**src/rtl/issue_alloc_if.sv**
```systemverilog
// Issue allocator handshake bundle between decode and the allocator.
// Carries issue request, commit/flush/release feedback and grant outputs.
interface issue_alloc_if #(
   parameter int ROB_DEPTH = 8,
   parameter int N_LS      = 6,
   parameter int N_ADD     = 3,
   parameter int N_MUL     = 2
);
   localparam int ROB_W    = $clog2(ROB_DEPTH);
   localparam int RS_TOTAL = N_LS + N_ADD + N_MUL;
   localparam int RS_W     = $clog2(RS_TOTAL + 2);

   logic                start;
   logic                issue_valid;
   logic [2:0]          operation;
   logic                commit_valid;
   logic                flush;
   logic [RS_TOTAL-1:0] rs_release;
   logic                issue_fire;
   logic [ROB_W-1:0]    rob_idx;
   logic [RS_W-1:0]     rs_idx;
   logic                struct_haz;
   logic [ROB_W:0]      rob_count;
   logic [ROB_W-1:0]    rob_head;
   logic [15:0]         stall_cnt;

   modport master (
      output start, issue_valid, operation, commit_valid, flush, rs_release,
      input  issue_fire, rob_idx, rs_idx, struct_haz, rob_count, rob_head,
             stall_cnt
   );

   modport slave (
      input  start, issue_valid, operation, commit_valid, flush, rs_release,
      output issue_fire, rob_idx, rs_idx, struct_haz, rob_count, rob_head,
             stall_cnt
   );
endinterface

```
**src/rtl/issue_alloc_unit.sv**
```systemverilog
// Tomasulo issue allocator: ROB tail/head/count and per-class station busy.
// Optional macro ALLOC_COMMIT_BYPASS_EN lets a same-cycle commit free a full ROB.
module issue_alloc_unit #(
   parameter int ROB_DEPTH = 8,
   parameter int N_LS      = 6,
   parameter int N_ADD     = 3,
   parameter int N_MUL     = 2
) (
   input  logic          clk,
   input  logic          rst_n,
   issue_alloc_if.slave  bus
);
   localparam int ROB_W    = $clog2(ROB_DEPTH);
   localparam int RS_TOTAL = N_LS + N_ADD + N_MUL;
   localparam int RS_W     = $clog2(RS_TOTAL + 2);
   localparam int GARBAGE  = RS_TOTAL + 1;

   localparam logic [ROB_W:0]  FULL   = (ROB_W+1)'(ROB_DEPTH);
   localparam logic [RS_W-1:0] GARB_V = RS_W'(GARBAGE);

   logic [ROB_W-1:0]    head_q, tail_q;
   logic [ROB_W:0]      count_q;
   logic [RS_TOTAL-1:0] busy_q;
   logic [15:0]         stall_q;

   logic                is_ls, is_add, is_mul, is_nop;
   logic                req, found, rob_full, do_commit, fire;
   logic [RS_W-1:0]     sel;
   logic [RS_TOTAL-1:0] set_vec;

   // operation class decode
   always_comb begin
      is_add = 1'b0;
      is_mul = 1'b0;
      is_ls  = 1'b0;
      is_nop = 1'b0;
      unique case (1'b1)
         (bus.operation == 3'd0 || bus.operation == 3'd1): is_add = 1'b1;
         (bus.operation == 3'd2 || bus.operation == 3'd3): is_mul = 1'b1;
         (bus.operation == 3'd4 || bus.operation == 3'd5): is_ls  = 1'b1;
         default:                                          is_nop = 1'b1;
      endcase
   end

   // lowest free station of the requested class, from registered busy bits
   always_comb begin
      found = 1'b0;
      sel   = GARB_V;
      for (int i = 1; i <= RS_TOTAL; i++) begin
         if (!found && !busy_q[i-1] &&
             ((is_ls  && i <= N_LS) ||
              (is_add && i >  N_LS && i <= N_LS + N_ADD) ||
              (is_mul && i >  N_LS + N_ADD))) begin
            found = 1'b1;
            sel   = RS_W'(i);
         end
      end
   end

   // hazard, grant and fire; ROB-full may be waived by a same-cycle commit
   always_comb begin
      req       = bus.start & bus.issue_valid & ~is_nop;
      do_commit = bus.commit_valid & (count_q != '0);
`ifdef ALLOC_COMMIT_BYPASS_EN
      rob_full  = (count_q == FULL) & ~do_commit;
`else
      rob_full  = (count_q == FULL);
`endif
      bus.struct_haz = req & (rob_full | ~found);
      fire           = req & ~bus.struct_haz & ~bus.flush;
      bus.issue_fire = fire;
      bus.rs_idx     = (req & ~bus.struct_haz) ? sel : GARB_V;
      bus.rob_idx    = bus.start ? tail_q : '0;
      set_vec        = '0;
      for (int i = 1; i <= RS_TOTAL; i++) begin
         if (fire && sel == RS_W'(i)) set_vec[i-1] = 1'b1;
      end
   end

   assign bus.rob_count = count_q;
   assign bus.rob_head  = head_q;
   assign bus.stall_cnt = stall_q;

   // ROB pointers and station busy state
   always_ff @(posedge clk or negedge rst_n) begin
      if (!rst_n) begin
         head_q  <= '0;
         tail_q  <= '0;
         count_q <= '0;
         busy_q  <= '0;
      end else if (!bus.start || bus.flush) begin
         head_q  <= '0;
         tail_q  <= '0;
         count_q <= '0;
         busy_q  <= '0;
      end else begin
         busy_q <= (busy_q & ~bus.rs_release) | set_vec;
         if (fire) tail_q <= tail_q + 1'b1;
         if (do_commit) head_q <= head_q + 1'b1;
         if (fire && !do_commit) count_q <= count_q + 1'b1;
         else if (!fire && do_commit) count_q <= count_q - 1'b1;
      end
   end

   // saturating stall counter; unaffected by flush
   always_ff @(posedge clk or negedge rst_n) begin
      if (!rst_n) begin
         stall_q <= '0;
      end else if (!bus.start) begin
         stall_q <= '0;
      end else if (bus.struct_haz && stall_q != 16'hFFFF) begin
         stall_q <= stall_q + 16'd1;
      end
   end
endmodule
```
**src/flat_wrapper.sv**
```systemverilog
// flat-port wrapper written by rule: the top's interface ports become plain ports
module issue_alloc_unit_flat 
#(
   parameter int ROB_DEPTH = 8,
   parameter int N_LS      = 6,
   parameter int N_ADD     = 3,
   parameter int N_MUL     = 2
)
  (clk, rst_n, bus_start, bus_issue_valid, bus_operation, bus_commit_valid, bus_flush, bus_rs_release, bus_issue_fire, bus_rob_idx, bus_rs_idx, bus_struct_haz, bus_rob_count, bus_rob_head, bus_stall_cnt);
  issue_alloc_if #(.ROB_DEPTH(ROB_DEPTH), .N_LS(N_LS), .N_ADD(N_ADD), .N_MUL(N_MUL)) bus_i ();
  input  logic clk;
  input  logic rst_n;
  input wire logic [$bits(bus_i.start)-1:0] bus_start;
  input wire logic [$bits(bus_i.issue_valid)-1:0] bus_issue_valid;
  input wire logic [$bits(bus_i.operation)-1:0] bus_operation;
  input wire logic [$bits(bus_i.commit_valid)-1:0] bus_commit_valid;
  input wire logic [$bits(bus_i.flush)-1:0] bus_flush;
  input wire logic [$bits(bus_i.rs_release)-1:0] bus_rs_release;
  output wire logic [$bits(bus_i.issue_fire)-1:0] bus_issue_fire;
  output wire logic [$bits(bus_i.rob_idx)-1:0] bus_rob_idx;
  output wire logic [$bits(bus_i.rs_idx)-1:0] bus_rs_idx;
  output wire logic [$bits(bus_i.struct_haz)-1:0] bus_struct_haz;
  output wire logic [$bits(bus_i.rob_count)-1:0] bus_rob_count;
  output wire logic [$bits(bus_i.rob_head)-1:0] bus_rob_head;
  output wire logic [$bits(bus_i.stall_cnt)-1:0] bus_stall_cnt;
  assign bus_i.start = bus_start;
  assign bus_i.issue_valid = bus_issue_valid;
  assign bus_i.operation = bus_operation;
  assign bus_i.commit_valid = bus_commit_valid;
  assign bus_i.flush = bus_flush;
  assign bus_i.rs_release = bus_rs_release;
  assign bus_issue_fire = bus_i.issue_fire;
  assign bus_rob_idx = bus_i.rob_idx;
  assign bus_rs_idx = bus_i.rs_idx;
  assign bus_struct_haz = bus_i.struct_haz;
  assign bus_rob_count = bus_i.rob_count;
  assign bus_rob_head = bus_i.rob_head;
  assign bus_stall_cnt = bus_i.stall_cnt;
  issue_alloc_unit #(.ROB_DEPTH(ROB_DEPTH), .N_LS(N_LS), .N_ADD(N_ADD), .N_MUL(N_MUL)) u_core (.clk(clk), .rst_n(rst_n), .bus(bus_i));
endmodule
```
**config.mk**
```make
export PLATFORM = sky130hd
export DESIGN_NAME = issue_alloc_unit_flat
export DESIGN_NICKNAME = d
export VERILOG_FILES = /design/src/rtl/issue_alloc_if.sv /design/src/rtl/issue_alloc_unit.sv /design/src/flat_wrapper.sv
export SDC_FILE = /design/constraint.sdc
export NUM_CORES = 1
export LEC_CHECK = 0
export ABC_AREA = 1
export CELL_PAD_IN_SITES_DETAIL_PLACEMENT = 1
export CELL_PAD_IN_SITES_GLOBAL_PLACEMENT = 1
export CORE_UTILIZATION = 37
export DETAILED_ROUTE_END_ITERATION = 10
export HOLD_SLACK_MARGIN = 0.06
export MAX_ROUTING_LAYER = met4
export PLACE_DENSITY_LB_ADDON = 0.1
export SKIP_CTS_REPAIR_TIMING = 1
export SLEW_MARGIN = 30
export SYNTH_ARGS = -nofsm -noshare
export SYNTH_HDL_FRONTEND = slang
export SYNTH_SLANG_ARGS = --single-unit
```
**constraint.sdc**
```tcl
create_clock -name clk -period 3.2 [get_ports clk]
set_input_delay 0.96 -clock clk [delete_from_list [all_inputs] [get_ports clk]]
set_output_delay 0.96 -clock clk [all_outputs]
set_load 0.005 [all_outputs]
```
==> impl_metrics.py, run 1 <==
metrics = {
    "run_status": {
        "status": "finished with violations",
        "violations": "negative setup slack",
    },
    "synth": {
        "yosysTopAreaCellShare_pct": 38.4,
        "synth_cell_type_count": 33,
        "synth_compound_area_share_pct": 10.7,
        "yosys.area_share.simple_pct": 33.1,
        "ys_async_sr_fraction_pct": 100,
        "synthFlopType": "dfrtp_1",
        "synth_area_leader_cell": "dfrtp_1",
        "synth_xor_xnor_area_share_pct": 4.00,
        "synth_top_family_by_area": "simple AND/OR/NAND/NOR gates",
        "synth_fp_nets": 326,
        "synth-edff-count": 0,
        "synth_fa_ha_area_share_pct": 3.94,
        "yosysWarnings": 0,
        "yosysSeqAreaShare_pct": 38.4,
        "netlist_area_mm2": 0.00241,
        "syn_inst": 299,
        "synthMuxAreaShare_pct": 0,
        "synth.avg_cell_area_um2": 8.06,
        "ys_ff_latch": 37,
        "synth_area_leaders": "dfrtp_1, nor2_1, inv_1, nand3_1, o21ai_2",
    },
    "route": {
        "wl_per_cell_um": 14.4,
        "route.met2.wl_um": 3450,
        "vias": 2335,
        "routed_wirelength_um": 6770,
        "routed.top_layer": "met4",
        "met1_length_um": 2990,
        "first_iter_violations": 75,
        "firstDrtPassIters": 4,
        "drc_errors": 0,
        "via_per_inst": 4.97,
        "ant_nets": 0,
        "route.met3.wl_um": 197,
    },
    "setup_path": {
        "endpoint_kind": "output pin",
        "arrival_ns": 2.52,
        "crit_path_cell_trace": "buf_8, inv_6, nor2_4, o21ai_2, nand3_2, inv_2, nand3_2, nand3_2, nor2_4, nand4_4, buf_6, nand2_4, nor2_4, buf_6, o21ai_2, buf_2",
        "cp-start-kind": "primary input",
        "critPathRequiredTime_ns": 2.24,
        "critPathBufInv": 6,
        "path_max_fanout": 4,
        "cp_top_family": "simple AND/OR/NAND/NOR gates",
        "max_stage_delay_ns": 0.17,
        "critPathSlowestCell": "nor2_4",
        "worstSetupPathType": "in -> out",
    },
    "timing": {
        "worstMarginPinSlew_ns": 0.500,
        "slew_violations": 0,
        "max_clock_freq_mhz": 287,
        "slew_headroom_pct": 66.7,
        "finClkSkew_ns": 0.00826,
        "final-hold-violation-count": 0,
        "holdWs_ns": 0.477,
        "rsz0062_at_grt": "true",
        "fin_crit_sh_pct": 109,
        "setup_viol_count_final": 6,
        "fin_setup_tns_ns": -1.27,
        "setup_slack_ns": -0.284,
        "fin_crit_ns": 3.48,
    },
    "power_and_ir_drop": {
        "powerDensity_mw_per_mm2": 299,
        "power_leakage_nw": 1.53,
        "peakVddDrop_uv": 176,
        "power.total_w": 0.00104,
    },
    "placement": {
        "portBuffers": 50,
        "dp_hpwl_um": 4630,
        "gp_congestion": 0.808,
        "place_area_mm2": 0.00321,
    },
    "clock_network": {
        "cts.root.buffer_cell": "clkbuf_8",
        "clk_latency_ns": 0.30,
        "clk_pin_slew_ns": 0.08,
        "cts_tree": "yes",
        "clock_path_buffers": 2,
        "cts.htree.levels": 2,
        "cts_made_buffers": 5,
        "cts.sinks": 37,
    },
    "grt": {
        "grt-ovfl-total": 0,
        "grt_pass1_wl_um": 10500,
        "grt.total_usage_pct": 20.7,
        "grt_max_degree": 38,
        "grt_antenna_before_repair": 0,
        "grt_pass1_vias": 2268,
    },
    "layout": {
        "multiInputGateArea_mm2": 0.00133,
        "area_growth_syn_to_layout_pct": 44.5,
        "drive_gt1_share_pct": 29.0,
        "seqCellArea_um2": 926,
        "n_fill_cell": 777,
        "final_cell_mix": "nor2_1, inv_1, clkdlybuf4s50_1, buf_4, dfrtp_1",
        "diodes": 0,
        "fin_nets": 419,
        "final_area_mm2": 0.00348,
        "final_core_utilization_pct": 55.2,
        "layout_commonest_cell": "nor2_1",
    },
    "floorplanning": {
        "die_h_um": 82.7,
        "placementRows": 29,
        "fp.dieW_um": 82.7,
        "die_area_mm2": 0.00684,
        "core_mm2": 0.00631,
        "ioPinCount": 52,
        "start_util_pct": 38.2,
    },
    "flow_run": {
        "cap_violations": 0,
    },
    "min_path": {
        "hold_path_class": "reg -> reg",
    },
}
## cell families after synthesis
family / count (synthesis)
AND/OR/NAND/NOR: 151
buffers and inverters: 55
AO/OA/AOI/OAI: 38
flip-flops: 37
XOR/XNOR: 11
adder cells (fa/ha/maj): 7
## layer usage
layer	up-vias	track usage [%]
li1	1165	-
met5	-	-
met4	0	5.17
met3	11	3.63
met2	42	34.3
met1	1117	26.1
## power breakdown
| group | switching, W | internal (W) |
|---|---|---|
| Clock | 0.000188 | 0.000151 |
| Sequential | 0.00000639 | 0.000473 |
| Combinational | 0.000114 | 0.000110 |
## stage by stage
step / setup slack (ns) / instances
2_1_floorplan: 0.0327 / 299
3_3_place_gp: -1.01 / 452
3_5_place_dp: -1.09 / 452
4_1_cts: -1.10 / 460
5_1_grt: -0.383 / 470
6_report: -0.284 / 470
## layout make-up
cell class                 instances  area share [%]
multi-input combinational        207            38.2
sequential                        37            26.6
timing repair buffer              94            24.8
inverter                          47            5.21
tap                               77            2.77
clock buffer                       5            1.98
clock inverter                     3           0.503
## final timing paths
| kind | start | to | slack [ns] | depth (start not counted) |
|---|---|---|---|---|
| max | bus_operation[2] | bus_rs_idx[2] | -0.28 | 16 |
| min | u_core.bus.rob_head[2]$_DFFE_PN0P_ | u_core.bus.rob_head[2]$_DFFE_PN0P_ | 0.48 | 1 |
| max reg2reg | u_core.busy_q[0]$_DFF_PN0_ | u_core.bus.rob_count[3]$_DFFE_PN0P_ | 0.41 | 18 |
| min reg2reg | u_core.bus.rob_head[2]$_DFFE_PN0P_ | u_core.bus.rob_head[2]$_DFFE_PN0P_ | 0.48 | 1 |
| max in group asynchronous | rst_n | u_core.busy_q[10]$_DFF_PN0_ | 2.22 | 1 |
| min in group asynchronous | rst_n | u_core.bus.stall_cnt[2]$_DFFE_PN0P_ | 0.62 | 1 |
## sequential cells by signal, summed over array words and instances (netlist names)
register	cells
u_core.bus.rob_count	4
u_core.bus.rob_head	3
u_core.bus.stall_cnt	16
u_core.busy_q	11
u_core.tail_q	3
## Yosys cell counts (all sizes together), types with 2 or more instances
cell type / count
inv: 47
nand3: 42
buf: 6
nor2: 67
clkbuf: 2
nor3b: 2
xor2: 8
o22ai: 7
ha: 6
a21oi: 5
nand4: 8
o21ai: 24
xnor2: 3
nand2: 29
dfrtp: 37
No activity file was read; power rests on OpenSTA's default activity.
==> run 2, diff against run 1 <==
SLEW_MARGIN = 25   (was 30)
==> run 2 against run 1 <==
The run still ends with negative setup slack left. Register-to-register slack about the same. Flip-flop and latch count did not move. Worst hold slack unchanged. Core utilization hardly changed. Critical path depth is the same. Final area about the same. Critical path type unchanged. Largest cell class unchanged. Die area unchanged. Clock skew is the same. Clock power about the same. Highest routed layer unchanged.
==> impl_metrics.py, run 2 (synthesis results as in run 1) <==
metrics = {
    "clock_network": {
        "clock_path_buffers": 2,
        "cts.root.buffer_cell": "clkbuf_8",
        "clk_pin_slew_ns": 0.08,
        "clk_latency_ns": 0.30,
        "cts.htree.levels": 2,
        "cts_tree": "yes",
        "cts.sinks": 37,
        "cts_made_buffers": 5,
    },
    "route": {
        "drc_errors": 0,
        "ant_nets": 0,
        "routed_wirelength_um": 6770,
        "first_iter_violations": 75,
        "vias": 2335,
        "wl_per_cell_um": 14.4,
        "via_per_inst": 4.97,
        "firstDrtPassIters": 4,
    },
    "flow_run": {
        "cap_violations": 0,
    },
    "floorplanning": {
        "ioPinCount": 52,
        "die_h_um": 82.7,
        "core_mm2": 0.00631,
        "placementRows": 29,
        "die_area_mm2": 0.00684,
        "start_util_pct": 38.2,
        "fp.dieW_um": 82.7,
    },
    "layout": {
        "diodes": 0,
        "largest_reg_flops": 16,
        "n_fill_cell": 778,
        "final_core_utilization_pct": 55.1,
        "drive_gt1_share_pct": 29.0,
        "area_growth_syn_to_layout_pct": 44.4,
        "final_area_mm2": 0.00348,
        "layout_commonest_cell": "nor2_1",
        "final_cell_mix": "nor2_1, inv_1, clkdlybuf4s50_1",
        "stdcell_count": 470,
        "fin_nets": 419,
    },
    "setup_path": {
        "startpoint": "bus_operation[2]",
        "arrival_ns": 2.52,
        "cp-start-kind": "primary input",
        "critPathRequiredTime_ns": 2.24,
        "path_max_fanout": 4,
        "r2r_start": "u_core.busy_q[0]$_DFF_PN0_",
        "worstSetupPathType": "in -> out",
        "endpoint_kind": "output pin",
    },
    "run_status": {
        "violations": "negative setup slack",
        "status": "finished with violations",
    },
    "grt": {
        "grt_antenna_before_repair": 0,
        "grt.total_usage_pct": 20.7,
        "grt_max_degree": 38,
        "grt_pass1_wl_um": 10500,
        "grt_pass1_vias": 2268,
        "grt-ovfl-total": 0,
    },
    "power_and_ir_drop": {
        "power_leakage_nw": 1.53,
        "power.total_w": 0.00104,
        "powerDensity_mw_per_mm2": 299,
        "peakVddDrop_uv": 176,
    },
    "timing": {
        "rsz0062_at_grt": "true",
        "fin_crit_sh_pct": 109,
        "fin_crit_ns": 3.48,
        "setup_viol_count_final": 6,
        "final-hold-violation-count": 0,
        "max_clock_freq_mhz": 287,
        "finClkSkew_ns": 0.00826,
        "slew_headroom_pct": 41.9,
        "slew_violations": 0,
        "setup_slack_ns": -0.284,
        "worstMarginPinSlew_ns": 0.871,
    },
    "placement": {
        "dp_cells": 452,
        "gp_congestion": 0.808,
        "portBuffers": 50,
        "dp_slack_ns": -1.09,
        "place_area_mm2": 0.00321,
        "dp_hpwl_um": 4630,
    },
    "min_path": {
        "hold_path_class": "reg -> reg",
        "hold_start": "u_core.bus.rob_head[2]$_DFFE_PN0P_",
    },
}
run 2: worst paths after layout:
kind / end / slack (ns) / cells past startpoint
min in group asynchronous: u_core.bus.stall_cnt[2]$_DFFE_PN0P_ / 0.78 / 1
hold reg to reg: u_core.bus.rob_head[2]$_DFFE_PN0P_ / 0.48 / 1
setup / recovery: bus_rs_idx[2] / -0.28 / 16
max in group asynchronous: u_core.busy_q[10]$_DFF_PN0_ / 1.88 / 1
hold / removal: u_core.bus.rob_head[2]$_DFFE_PN0P_ / 0.48 / 1
setup reg to reg: u_core.bus.rob_count[3]$_DFFE_PN0P_ / 0.41 / 18
run 2: per-layer routing:
layer / vias up / share of wire [%] / global-route usage, %
met5: - / 0 / -
li1: 1165 / - / -
met2: 42 / 51 / 34.3
met3: 11 / 2.9 / 3.63
met4: 0 / 2.0 / 5.17
met1: 1117 / 44 / 26.1
run 2: worst max-delay path, stage by stage:
cell	delay, ns
buf_8	0.09
inv_6	0.03
nor2_4	0.14
o21ai_2	0.10
nand3_2	0.12
inv_2	0.05
nand3_2	0.07
nand3_2	0.11
nor2_4	0.17
nand4_4	0.11
buf_6	0.14
nand2_4	0.07
nor2_4	0.06
buf_6	0.14
o21ai_2	0.05
buf_2	0.12
run 2: stage by stage:
| step | setup TNS [ns] | hold WS (ns) |
|---|---|---|
| 5_1_grt | -1.96 | 0.508 |
| 4_1_cts | -7.86 | 0.481 |
| 6_report | -1.27 | 0.477 |
| 3_5_place_dp | -8.85 | 0.468 |
| 2_1_floorplan | 0 | 0.458 |
| 3_3_place_gp | -8.16 | 0.452 |
run 2: power by group:
group | total, W | switching, W | internal (W)
Combinational | 0.000223 | 0.000114 | 0.000109
Clock | 0.000339 | 0.000188 | 0.000151
Sequential | 0.000479 | 0.00000639 | 0.000473
run 2: layout make-up:
type	instances	area, µm²	area share (%)
multi-input combinational	207	1330	38.2
sequential	37	926	26.6
timing repair buffer	94	861	24.7
inverter	47	181	5.21
tap	77	96.3	2.77
clock buffer	5	68.8	1.98
clock inverter	3	17.5	0.503
